===== src/rtl/io_input_scan_ctrl_if.sv =====
// CPU-side I/O read/write window of the input scan controller.
// master = CPU / bus side, slave = scan controller.
interface io_input_scan_ctrl_if;
  logic [31:0] addr;
  logic        rd_en;
  logic        wr_en;
  logic [31:0] io_write_data;
  logic [31:0] io_read_data;
  logic        irq;

  modport master (
    output addr, rd_en, wr_en, io_write_data,
    input  io_read_data, irq
  );

  modport slave (
    input  addr, rd_en, wr_en, io_write_data,
    output io_read_data, irq
  );
endinterface


===== src/rtl/io_input_scan_ctrl.sv =====
// Round-robin scan and debounce of three 32-bit input ports.
// A prescaled tick starts one IDLE->SAMPLE->COMPARE->COMMIT pass on the
// current port; a value commits after DEB_CNT equal samples, raising a
// sticky change flag that feeds a maskable, registered interrupt.
module io_input_scan_ctrl #(
  parameter int SCAN_DIV = 16,
  parameter int DEB_CNT  = 3
) (
  input  logic        io_clk,
  input  logic        reset,
  input  logic [31:0] in_port0,
  input  logic [31:0] in_port1,
  input  logic [31:0] in_port2,
  io_input_scan_ctrl_if.slave bus
);
  localparam int PW = (SCAN_DIV > 1) ? $clog2(SCAN_DIV) : 1;
  localparam logic [PW-1:0] PRESC_LAST = PW'(SCAN_DIV - 1);
  localparam logic [3:0]    DEB_MAX    = 4'(DEB_CNT);

  typedef enum logic [1:0] {IDLE = 2'd0, SAMPLE = 2'd1, COMPARE = 2'd2, COMMIT = 2'd3} state_t;

  state_t        state_reg, state_next;
  logic [PW-1:0] presc_reg;
  logic          tick;
  logic          tick_pend_reg;
  logic [1:0]    port_reg;
  logic [31:0]   samp_reg;
  logic [31:0]   in_sel;
  logic          scan_start, do_sample, do_compare, do_commit;
  logic [31:0]   stable_w [3];
  logic [2:0]    chg_w;
  logic [2:0]    rd_clr;
  logic [2:0]    mask_reg;
  logic          irq_reg;
  logic [5:0]    word;
  logic [31:0]   rdata;
  logic          unused_bits;

  assign word        = bus.addr[7:2];
  assign tick        = (presc_reg == PRESC_LAST);
  assign unused_bits = ^{bus.addr[31:8], bus.addr[1:0], bus.io_write_data[31:3]};

  // Free-running prescaler; tick marks its last count.
  always_ff @(posedge io_clk) begin
    if (reset || tick) presc_reg <= '0;
    else               presc_reg <= presc_reg + PW'(1);
  end

  // FSM state, single-entry pending tick and round-robin port pointer.
  always_ff @(posedge io_clk) begin
    if (reset) begin
      state_reg     <= IDLE;
      tick_pend_reg <= 1'b0;
      port_reg      <= 2'd0;
    end else begin
      state_reg <= state_next;
      if (scan_start)                    tick_pend_reg <= 1'b0;
      else if (tick && state_reg != IDLE) tick_pend_reg <= 1'b1;
      if (do_commit) port_reg <= (port_reg == 2'd2) ? 2'd0 : port_reg + 2'd1;
    end
  end

  // Next-state logic: one state per cycle, a pass starts on any tick.
  always_comb begin
    state_next = state_reg;
    case (state_reg)
      IDLE:    if (tick || tick_pend_reg) state_next = SAMPLE;
      SAMPLE:  state_next = COMPARE;
      COMPARE: state_next = COMMIT;
      COMMIT:  state_next = IDLE;
      default: state_next = IDLE;
    endcase
  end

  // Per-state action strobes.
  always_comb begin
    scan_start = 1'b0;
    do_sample  = 1'b0;
    do_compare = 1'b0;
    do_commit  = 1'b0;
    case (state_reg)
      IDLE:    scan_start = tick || tick_pend_reg;
      SAMPLE:  do_sample  = 1'b1;
      COMPARE: do_compare = 1'b1;
      COMMIT:  do_commit  = 1'b1;
      default: ;
    endcase
  end

  // Select the raw input of the port being scanned.
  always_comb begin
    case (port_reg)
      2'd0:    in_sel = in_port0;
      2'd1:    in_sel = in_port1;
      2'd2:    in_sel = in_port2;
      default: in_sel = 32'h0;
    endcase
  end

  // Raw inputs are captured only in SAMPLE.
  always_ff @(posedge io_clk) begin
    if (reset)          samp_reg <= 32'h0;
    else if (do_sample) samp_reg <= in_sel;
  end

  genvar gi;
  generate
    for (gi = 0; gi < 3; gi++) begin : g_port
      logic [31:0] cand_reg;
      logic [31:0] stable_reg;
      logic [3:0]  cnt_reg;
      logic        chg_reg;
      logic        sel;
      logic        commit_hit;

      assign sel        = (port_reg == 2'(gi));
      assign rd_clr[gi] = bus.rd_en && (word == 6'(gi));
      assign commit_hit = do_commit && sel && (cnt_reg == DEB_MAX) && (cand_reg != stable_reg);

      // Debounce candidate/count, commit, and sticky change flag (set beats read-clear).
      always_ff @(posedge io_clk) begin
        if (reset) begin
          cand_reg   <= 32'h0;
          stable_reg <= 32'h0;
          cnt_reg    <= 4'd0;
          chg_reg    <= 1'b0;
        end else begin
          if (do_compare && sel) begin
            if (samp_reg == cand_reg) begin
              if (cnt_reg < DEB_MAX) cnt_reg <= cnt_reg + 4'd1;
            end else begin
              cand_reg <= samp_reg;
              cnt_reg  <= 4'd1;
            end
          end
          if (commit_hit) begin
            stable_reg <= cand_reg;
            chg_reg    <= 1'b1;
          end else if (rd_clr[gi]) begin
            chg_reg <= 1'b0;
          end
        end
      end

      assign stable_w[gi] = stable_reg;
      assign chg_w[gi]    = chg_reg;
    end
  endgenerate

  // Mask register write and registered interrupt.
  always_ff @(posedge io_clk) begin
    if (reset) begin
      mask_reg <= 3'b000;
      irq_reg  <= 1'b0;
    end else begin
      if (bus.wr_en && word == 6'd4) mask_reg <= bus.io_write_data[2:0];
      irq_reg <= |(chg_w & mask_reg);
    end
  end

  // Combinational read window.
  always_comb begin
    rdata = 32'h0;
    case (word)
      6'd0:    rdata = stable_w[0];
      6'd1:    rdata = stable_w[1];
      6'd2:    rdata = stable_w[2];
      6'd3:    rdata = {29'b0, chg_w};
      6'd4:    rdata = {29'b0, mask_reg};
      default: rdata = 32'h0;
    endcase
  end

  assign bus.io_read_data = rdata;
  assign bus.irq          = irq_reg;
endmodule


===== src/flat_wrapper.sv =====
// flat-port wrapper written by rule: the top's interface ports become plain ports
module io_input_scan_ctrl_flat 
#(
  parameter int SCAN_DIV = 16,
  parameter int DEB_CNT  = 3
)
  (io_clk, reset, in_port0, in_port1, in_port2, bus_addr, bus_rd_en, bus_wr_en, bus_io_write_data, bus_io_read_data, bus_irq);
  io_input_scan_ctrl_if bus_i ();
  input  logic io_clk;
  input  logic reset;
  input  logic [31:0] in_port0;
  input  logic [31:0] in_port1;
  input  logic [31:0] in_port2;
  input wire logic [$bits(bus_i.addr)-1:0] bus_addr;
  input wire logic [$bits(bus_i.rd_en)-1:0] bus_rd_en;
  input wire logic [$bits(bus_i.wr_en)-1:0] bus_wr_en;
  input wire logic [$bits(bus_i.io_write_data)-1:0] bus_io_write_data;
  output wire logic [$bits(bus_i.io_read_data)-1:0] bus_io_read_data;
  output wire logic [$bits(bus_i.irq)-1:0] bus_irq;
  assign bus_i.addr = bus_addr;
  assign bus_i.rd_en = bus_rd_en;
  assign bus_i.wr_en = bus_wr_en;
  assign bus_i.io_write_data = bus_io_write_data;
  assign bus_io_read_data = bus_i.io_read_data;
  assign bus_irq = bus_i.irq;
  io_input_scan_ctrl #(.SCAN_DIV(SCAN_DIV), .DEB_CNT(DEB_CNT)) u_core (.io_clk(io_clk), .reset(reset), .in_port0(in_port0), .in_port1(in_port1), .in_port2(in_port2), .bus(bus_i));
endmodule

===== config.mk =====
export PLATFORM = sky130hd
export DESIGN_NAME = io_input_scan_ctrl_flat
export DESIGN_NICKNAME = d
export VERILOG_FILES = /design/src/rtl/io_input_scan_ctrl_if.sv /design/src/rtl/io_input_scan_ctrl.sv /design/src/flat_wrapper.sv
export SDC_FILE = /design/constraint.sdc
export NUM_CORES = 1
export LEC_CHECK = 0
export CAP_MARGIN = 20
export CORE_MARGIN = 10
export CORE_UTILIZATION = 55
export CTS_CLUSTER_DIAMETER = 30
export DETAILED_ROUTE_END_ITERATION = 16
export PLACE_DENSITY = 0.9
export SLEW_MARGIN = 20
export SYNTH_ARGS = -nofsm -noshare
export SYNTH_HDL_FRONTEND = slang
export SYNTH_SLANG_ARGS = --single-unit

===== constraint.sdc =====
create_clock -name io_clk -period 3.2 [get_ports io_clk]
set_input_delay 0.8 -clock io_clk [delete_from_list [all_inputs] [get_ports io_clk]]
set_output_delay 0.8 -clock io_clk [all_outputs]
set_load 0.05 [all_outputs]

==> results.md, run 1 <==
- Routability cong.: roughly 1.1
- Cells after synthesis: 1408
- Layout Utilization: 70.2%
- Core area: 24100 sq um
- DRT antenna net count: 0
- Pleak: ~6.9 nW
- Initial antenna violation count: 1
- Maximum clock rate: 315 MHz
- CP Capture Type: primary output
- Post-synth ARST share: 0%
- Worst min path class: register to register
- Distinct cells, synth: just under 50
- Layout Area Growth over Synthesis: 26.4%
- PortBufs: 141
- Register-to-Register Path Depth: 6
- Fin nets: 1721
- Share of layout cells above drive strength 1: between 10% and 20%
- Synth Flop Type: dfxtp_1
- First-pass GRT wire length: 65000 microns
- R2R setup slack: 0.35 ns
- Critical path data required time: 2.40 ns
- Final hold vios: 0
- Worst EP arrival: approximately 2.4 ns
- Sequential area share after synthesis: 37.7%
- Final setup viols: 0
- Slew @ Worst Pin: 0.984 ns
- Worst Setup SP: bus_addr[3]
- Synth Net Count: 1580
- Clock skew: 0.0208 ns
- Total track usage: 26.5%
- Max H-tree Level: 2
- GR Util met1: between 30% and 40%
- EDFF count, synth: 0
- Antenna cells: 0
- Clock Path Buffers: 3
- Largest cells by area after synthesis: dfxtp_1 (38%), mux2i_1 (19%), nand2b_1 (11%)
- Worst-path clk slew: 0.05 ns
- GR peak layer: met2
- Pwr dens: 632 nW/um^2
- Drt wl/cell: 22.3 microns
- Synthesized area per cell: around 9.5 sq um
- Vias in the first global route: 11515
- Top-area cell type share of the netlist area: 37.7%
- Synth top cells by count: mux2i_1 (253), dfxtp_1 (252), nand2b_1 (226), nor2_1 (133), xor2_1 (128)
- WL final: 42300 microns
- M3 GR Usage: 7.01%
- GR Layer Usage met2: 42.1%
- Synth warn: 0
- Vias/cell: 5.88
- CTS root buffer: clkbuf_16
- Hold WS: 0.487 ns
- Crit Reg-Reg Startpoint: u_core.samp_reg[24]$_SDFFE_PP0N_
- CTS Buf Count: 41
- Number of synthesized register bits: approximately 250
- Count leader, synth: mux2i_1
- # DRC: 0
- RSZ-0062 raised after global routing: false
- I/O pin count: between 150 and 200
- # hold bufs at CTS: 0
- Final critical-path share of the clock period: roughly 99%
- Die area: 31000 sq um
- Post-synth top area cell: dfxtp_1
- Reg2Reg Capture Point: u_core.g_port[0].cand_reg[21]$_SDFFE_PP0P_
- Netlist Area Pre-Place: 13400 sq um
- Peak VDD IR: 0.358 mV
- Worst-path fanout max: 24
- Clk sinks: 252
- Largest net degree at the start of global routing: 89
- Clk_lat worst skew: 0.52 ns
- Die width: 176 microns
- Total congestion overflow: 0
- Worst Setup Start Kind: input pin
- Crit path kind: input pin to primary output
- Setup crit end: bus_io_read_data[10]
- Tmin final: 3.17 ns
- Chip height: 176 microns
- Initial core utilization: 55.5%
- Initial DRC Count: about 910
- Filler instances: 1709
- Via count: 11168
- Slew headroom: 34.3%
- CTS tree: done
- Post-DP HPWL: 30500 microns
- Row Count: 57
- Status: complete, no violations
- Final Max Tran Viols: 0
- First-pass DRT Iterations: 5
- Maxcap violations: 0
-- cell usage in the layout, fill, tap and decap left out, types with 6 or more instances in the layout --
master / instances
mux2i_1: 253
dfxtp_1: 251
nand2b_1: 225
xor2_1: 128
nor2_1: 111
clkdlybuf4s50_1: 105
a21oi_1: 71
xnor2_1: 65
clkbuf_16: 42
buf_12: 38
nor4_1: 37
buf_4: 37
a211oi_1: 33
nand4_1: 24
nor2_2: 22
nand2_1: 12
clkinv_2: 10
inv_1: 8
ha_1: 7
a22oi_1: 6
nor3b_1: 6
nand3_1: 6
clkbuf_1: 6
-- stage by stage --
stage / setup slack, ns / instance area, sq um / cells / power, mW / setup TNS [ns]
floorplan: 0.0222 / 13400 / 1408 / 5.11 / 0
global placement: 0.00174 / 15500 / 1828 / 6.15 / 0
detailed placement: -0.0786 / 15500 / 1828 / 6.21 / -0.222
CTS: 0.0431 / 16900 / 1898 / 10.5 / 0
global route: 0.0270 / 16900 / 1900 / 11.0 / 0
finish: 0.0259 / 16900 / 1900 / 10.7 / 0
-- layer usage --
metal  vias up  wire length, microns  part of all wire (%)
met5         -                    10                 0.024
met4         2                  2370                   5.6
met3       140                  3950                   9.3
met2       543                 19100                    45
met1      5347                 16900                    40
li1       5136                     -                     -
-- where the power goes --
group	switching (mW)	total, mW	internal (mW)
combinational	1.67	2.60	0.923
clock	1.54	4.34	2.80
sequential	0.437	3.76	3.32
total	3.65	10.7	7.04
-- worst min-delay path by stage --
stage / cells after the start / endpoint / from / slack (ns)
2_1_floorplan: 2 / u_core.g_port[2].cnt_reg[1]$_SDFFE_PP0P_ / u_core.g_port[2].cnt_reg[1]$_SDFFE_PP0P_ / 0.45
3_3_place_gp: 2 / u_core.g_port[2].cnt_reg[1]$_SDFFE_PP0P_ / u_core.g_port[2].cnt_reg[1]$_SDFFE_PP0P_ / 0.46
3_5_place_dp: 2 / u_core.g_port[2].cnt_reg[1]$_SDFFE_PP0P_ / u_core.g_port[2].cnt_reg[1]$_SDFFE_PP0P_ / 0.47
4_1_cts: 2 / u_core.mask_reg[1]$_SDFFE_PP0P_ / u_core.mask_reg[1]$_SDFFE_PP0P_ / 0.49
5_1_grt: 2 / u_core.mask_reg[0]$_SDFFE_PP0P_ / u_core.mask_reg[0]$_SDFFE_PP0P_ / 0.51
6_report: 2 / u_core.mask_reg[1]$_SDFFE_PP0P_ / u_core.mask_reg[1]$_SDFFE_PP0P_ / 0.49
-- logic make-up (layout without fill, tap and decap cells) --
group	after synthesis	count (layout)	synth area share, %
simple gates	470	470	19.5
xor+xnor	193	193	12.6
fa+ha+maj	8	8	0.748
compound gates	134	134	6.49
buf+inv	95	263	3.71
mux	256	256	19.2
flops	252	252	37.7
-- worst max-delay path: stages --
cell,delay (ns)
clkdlybuf4s50_1,0.54
nor2b_4,0.21
buf_12,0.21
a21oi_1,0.16
nor2_1,0.26
buf_12,0.18
-- final cells by class --
class / instances / area, sq um / area share [%]
clock inverters: 21 / 251 / 1.49
repair buffers: 185 / 2160 / 12.7
flip-flops and latches: 252 / 5050 / 29.8
clock buffers: 49 / 1080 / 6.36
inverters: 8 / 30.0 / 0.177
well taps: 324 / 405 / 2.40
multi-input cells: 1061 / 7950 / 47.0
-- repair_timing --
| action | CTS | global route |
|---|---|---|
| pin swaps | 1 | 2 |
| gates resized for setup | 5 | 6 |
| setup buffers | 0 | 1 |
| setup endpoints to repair | 4 | 7 |
No activity file was read; power rests on OpenSTA's default activity.
==> run 2: changes to the inputs <==
--- a/config.mk
+++ b/config.mk
@@ -7,10 +7,10 @@
 export LEC_CHECK = 0
 export CAP_MARGIN = 20
 export CORE_MARGIN = 10
-export CORE_UTILIZATION = 55
+export CORE_UTILIZATION = 57
 export CTS_CLUSTER_DIAMETER = 30
 export DETAILED_ROUTE_END_ITERATION = 16
-export PLACE_DENSITY = 0.9
+export PLACE_DENSITY = 0.92
 export SLEW_MARGIN = 20
 export SYNTH_ARGS = -nofsm -noshare
 export SYNTH_HDL_FRONTEND = slang
==> constraint.sdc (replaced) <==
create_clock -name io_clk -period 4 [get_ports io_clk]
set_input_delay 1 -clock io_clk [delete_from_list [all_inputs] [get_ports io_clk]]
set_output_delay 1 -clock io_clk [all_outputs]
set_load 0.05 [all_outputs]
==> results.md, run 2 (same netlist as run 1, synthesis figures left out) <==
- Initial core utilization: between 50% and 60%
- Core area: 23300 sq um
- CP Capture Type: primary output
- Maximum clock rate: 263 MHz
- Worst min path class: register to register
- Number of setup buffers added after CTS: 0
- Post-DP HPWL: 28900 microns
- Pwr dens: 536 nW/um^2
- I/O pin count: just under 200
- Initial antenna violation count: 0
- Worst Setup Start Kind: input pin
- Commonest non-fill, non-tap cell in the layout: mux2i_1
- Largest net degree at the start of global routing: 128
- Die width: 173 microns
- Clock Path Buffers: 3
- Post-DP Area: around 15000 sq um
- Final Max Tran Viols: 0
- Total track usage: between 20% and 30%
- Die area: 30000 sq um
- Crit path kind: input pin to primary output
- RSZ-0062 raised after global routing: false
- Worst-path clk slew: 0.05 ns
- Peak VDD IR: 0.343 mV
- Final hold vios: 0
- Initial DRC Count: 976
- Row Count: 56
- Critical path data required time: about 3.0 ns
- Setup TNS: 0 ns
- Antenna cells: 0
- Layout Area Growth over Synthesis: 26.4%
- Routability cong.: around 1
- PortBufs: 141
- Tmin final: 3.80 ns
- Setup WS post-layout: 0.201 ns
- Slew headroom: 23.7%
- Pre-CTS setup slack: between 0.2 and 0.3 ns
- Total congestion overflow: 0
- Most frequent cells in the layout: mux2i_1 (253), dfxtp_1 (251), nand2b_1 (226), nor2_1 (133), xor2_1 (128)
- Worst-path fanout max: 4
- First-pass GRT wire length: 64900 microns
- Hold WS: 0.473 ns
- Share of layout cells above drive strength 1: 10.1%
- Tot Pwr: 9.07 mW
- CTS Buf Count: 47
- Vias in the first global route: 11557
- WL final: 42200 microns
- Drt wl/cell: 22.4 microns
- DRT antenna net count: 0
- Clock skew: 0.0205 ns
- Clk sinks: approximately 250
- Slew @ Worst Pin: between 1 and 1.5 ns
- Final critical-path share of the clock period: 95.0%
- Maxcap violations: 0
- Via count: between 10000 and 15000
- Vias/cell: 5.96
- Worst EP arrival: 2.80 ns
- Pleak: 6.91 nW
- Fin nets: 1704
- Layout Utilization: between 70% and 80%
- CTS root buffer: clkbuf_16
- Chip height: 173 microns
- Post_cts resized: 0
- CTS tree: done
- Status: complete, no violations
- Fin cells: 1888
- Final Cell Area: 16900 sq um
- Placed insts: approximately 1800
- # DRC: 0
- Final setup viols: 0
- # hold bufs at CTS: 0
- Max H-tree Level: 2
- First-pass DRT Iterations: 7
- Clk_lat worst skew: 0.55 ns
run 2: changes by cell type in the layout (fill, tap and decap cells not counted), moves of 4 or more:
cell       change
nor2_2        -22
nor2_1        +22
clkinv_4       +5
clkbuf_16      +6
clkinv_2       -6
inv_6          +4
buf_4         -19
run 2: path summary, 6_finish.rpt:
check        slack [ns]                                         to  cells past startpoint                                startpoint
max                0.20                        bus_io_read_data[2]                      7                               bus_addr[5]
min                0.47   u_core.g_port[2].cnt_reg[1]$_SDFFE_PP0P_                      2  u_core.g_port[2].cnt_reg[1]$_SDFFE_PP0P_
max reg2reg        0.68  u_core.g_port[0].cand_reg[1]$_SDFFE_PP0P_                      6          u_core.samp_reg[31]$_SDFFE_PP0N_
min reg2reg        0.47   u_core.g_port[2].cnt_reg[1]$_SDFFE_PP0P_                      2  u_core.g_port[2].cnt_reg[1]$_SDFFE_PP0P_
run 2: critical path: stages:
cell	delay, ns
clkdlybuf4s50_1	0.42
nor3_1	0.24
nand2b_1	0.13
nor3b_1	0.49
a22oi_1	0.13
o21ai_0	0.20
buf_12	0.19
run 2: per-layer routing:
metal	vias to the layer above	global-route usage, %	part of all wire (%)
li1	5101	-	-
met1	5303	31.0	37
met2	664	44.2	46
met3	185	7.86	10
met4	0	15.1	6.1
met5	-	0	0
run 2: power breakdown:
part	leakage (nW)	switching [mW]	internal, mW
registers	2.03	0.349	2.66
clock network	0.794	1.42	2.67
logic	4.09	1.28	0.693
total	6.91	3.05	6.02
run 2: cell type report:
type	count	area, sq um
clock buffers	56	1260
clock inverters	30	380
fillers	1540	6340
inverters	8	30.0
multi-input cells	1061	7880
flip-flops and latches	252	5050
well taps	319	399
repair buffers	162	1920
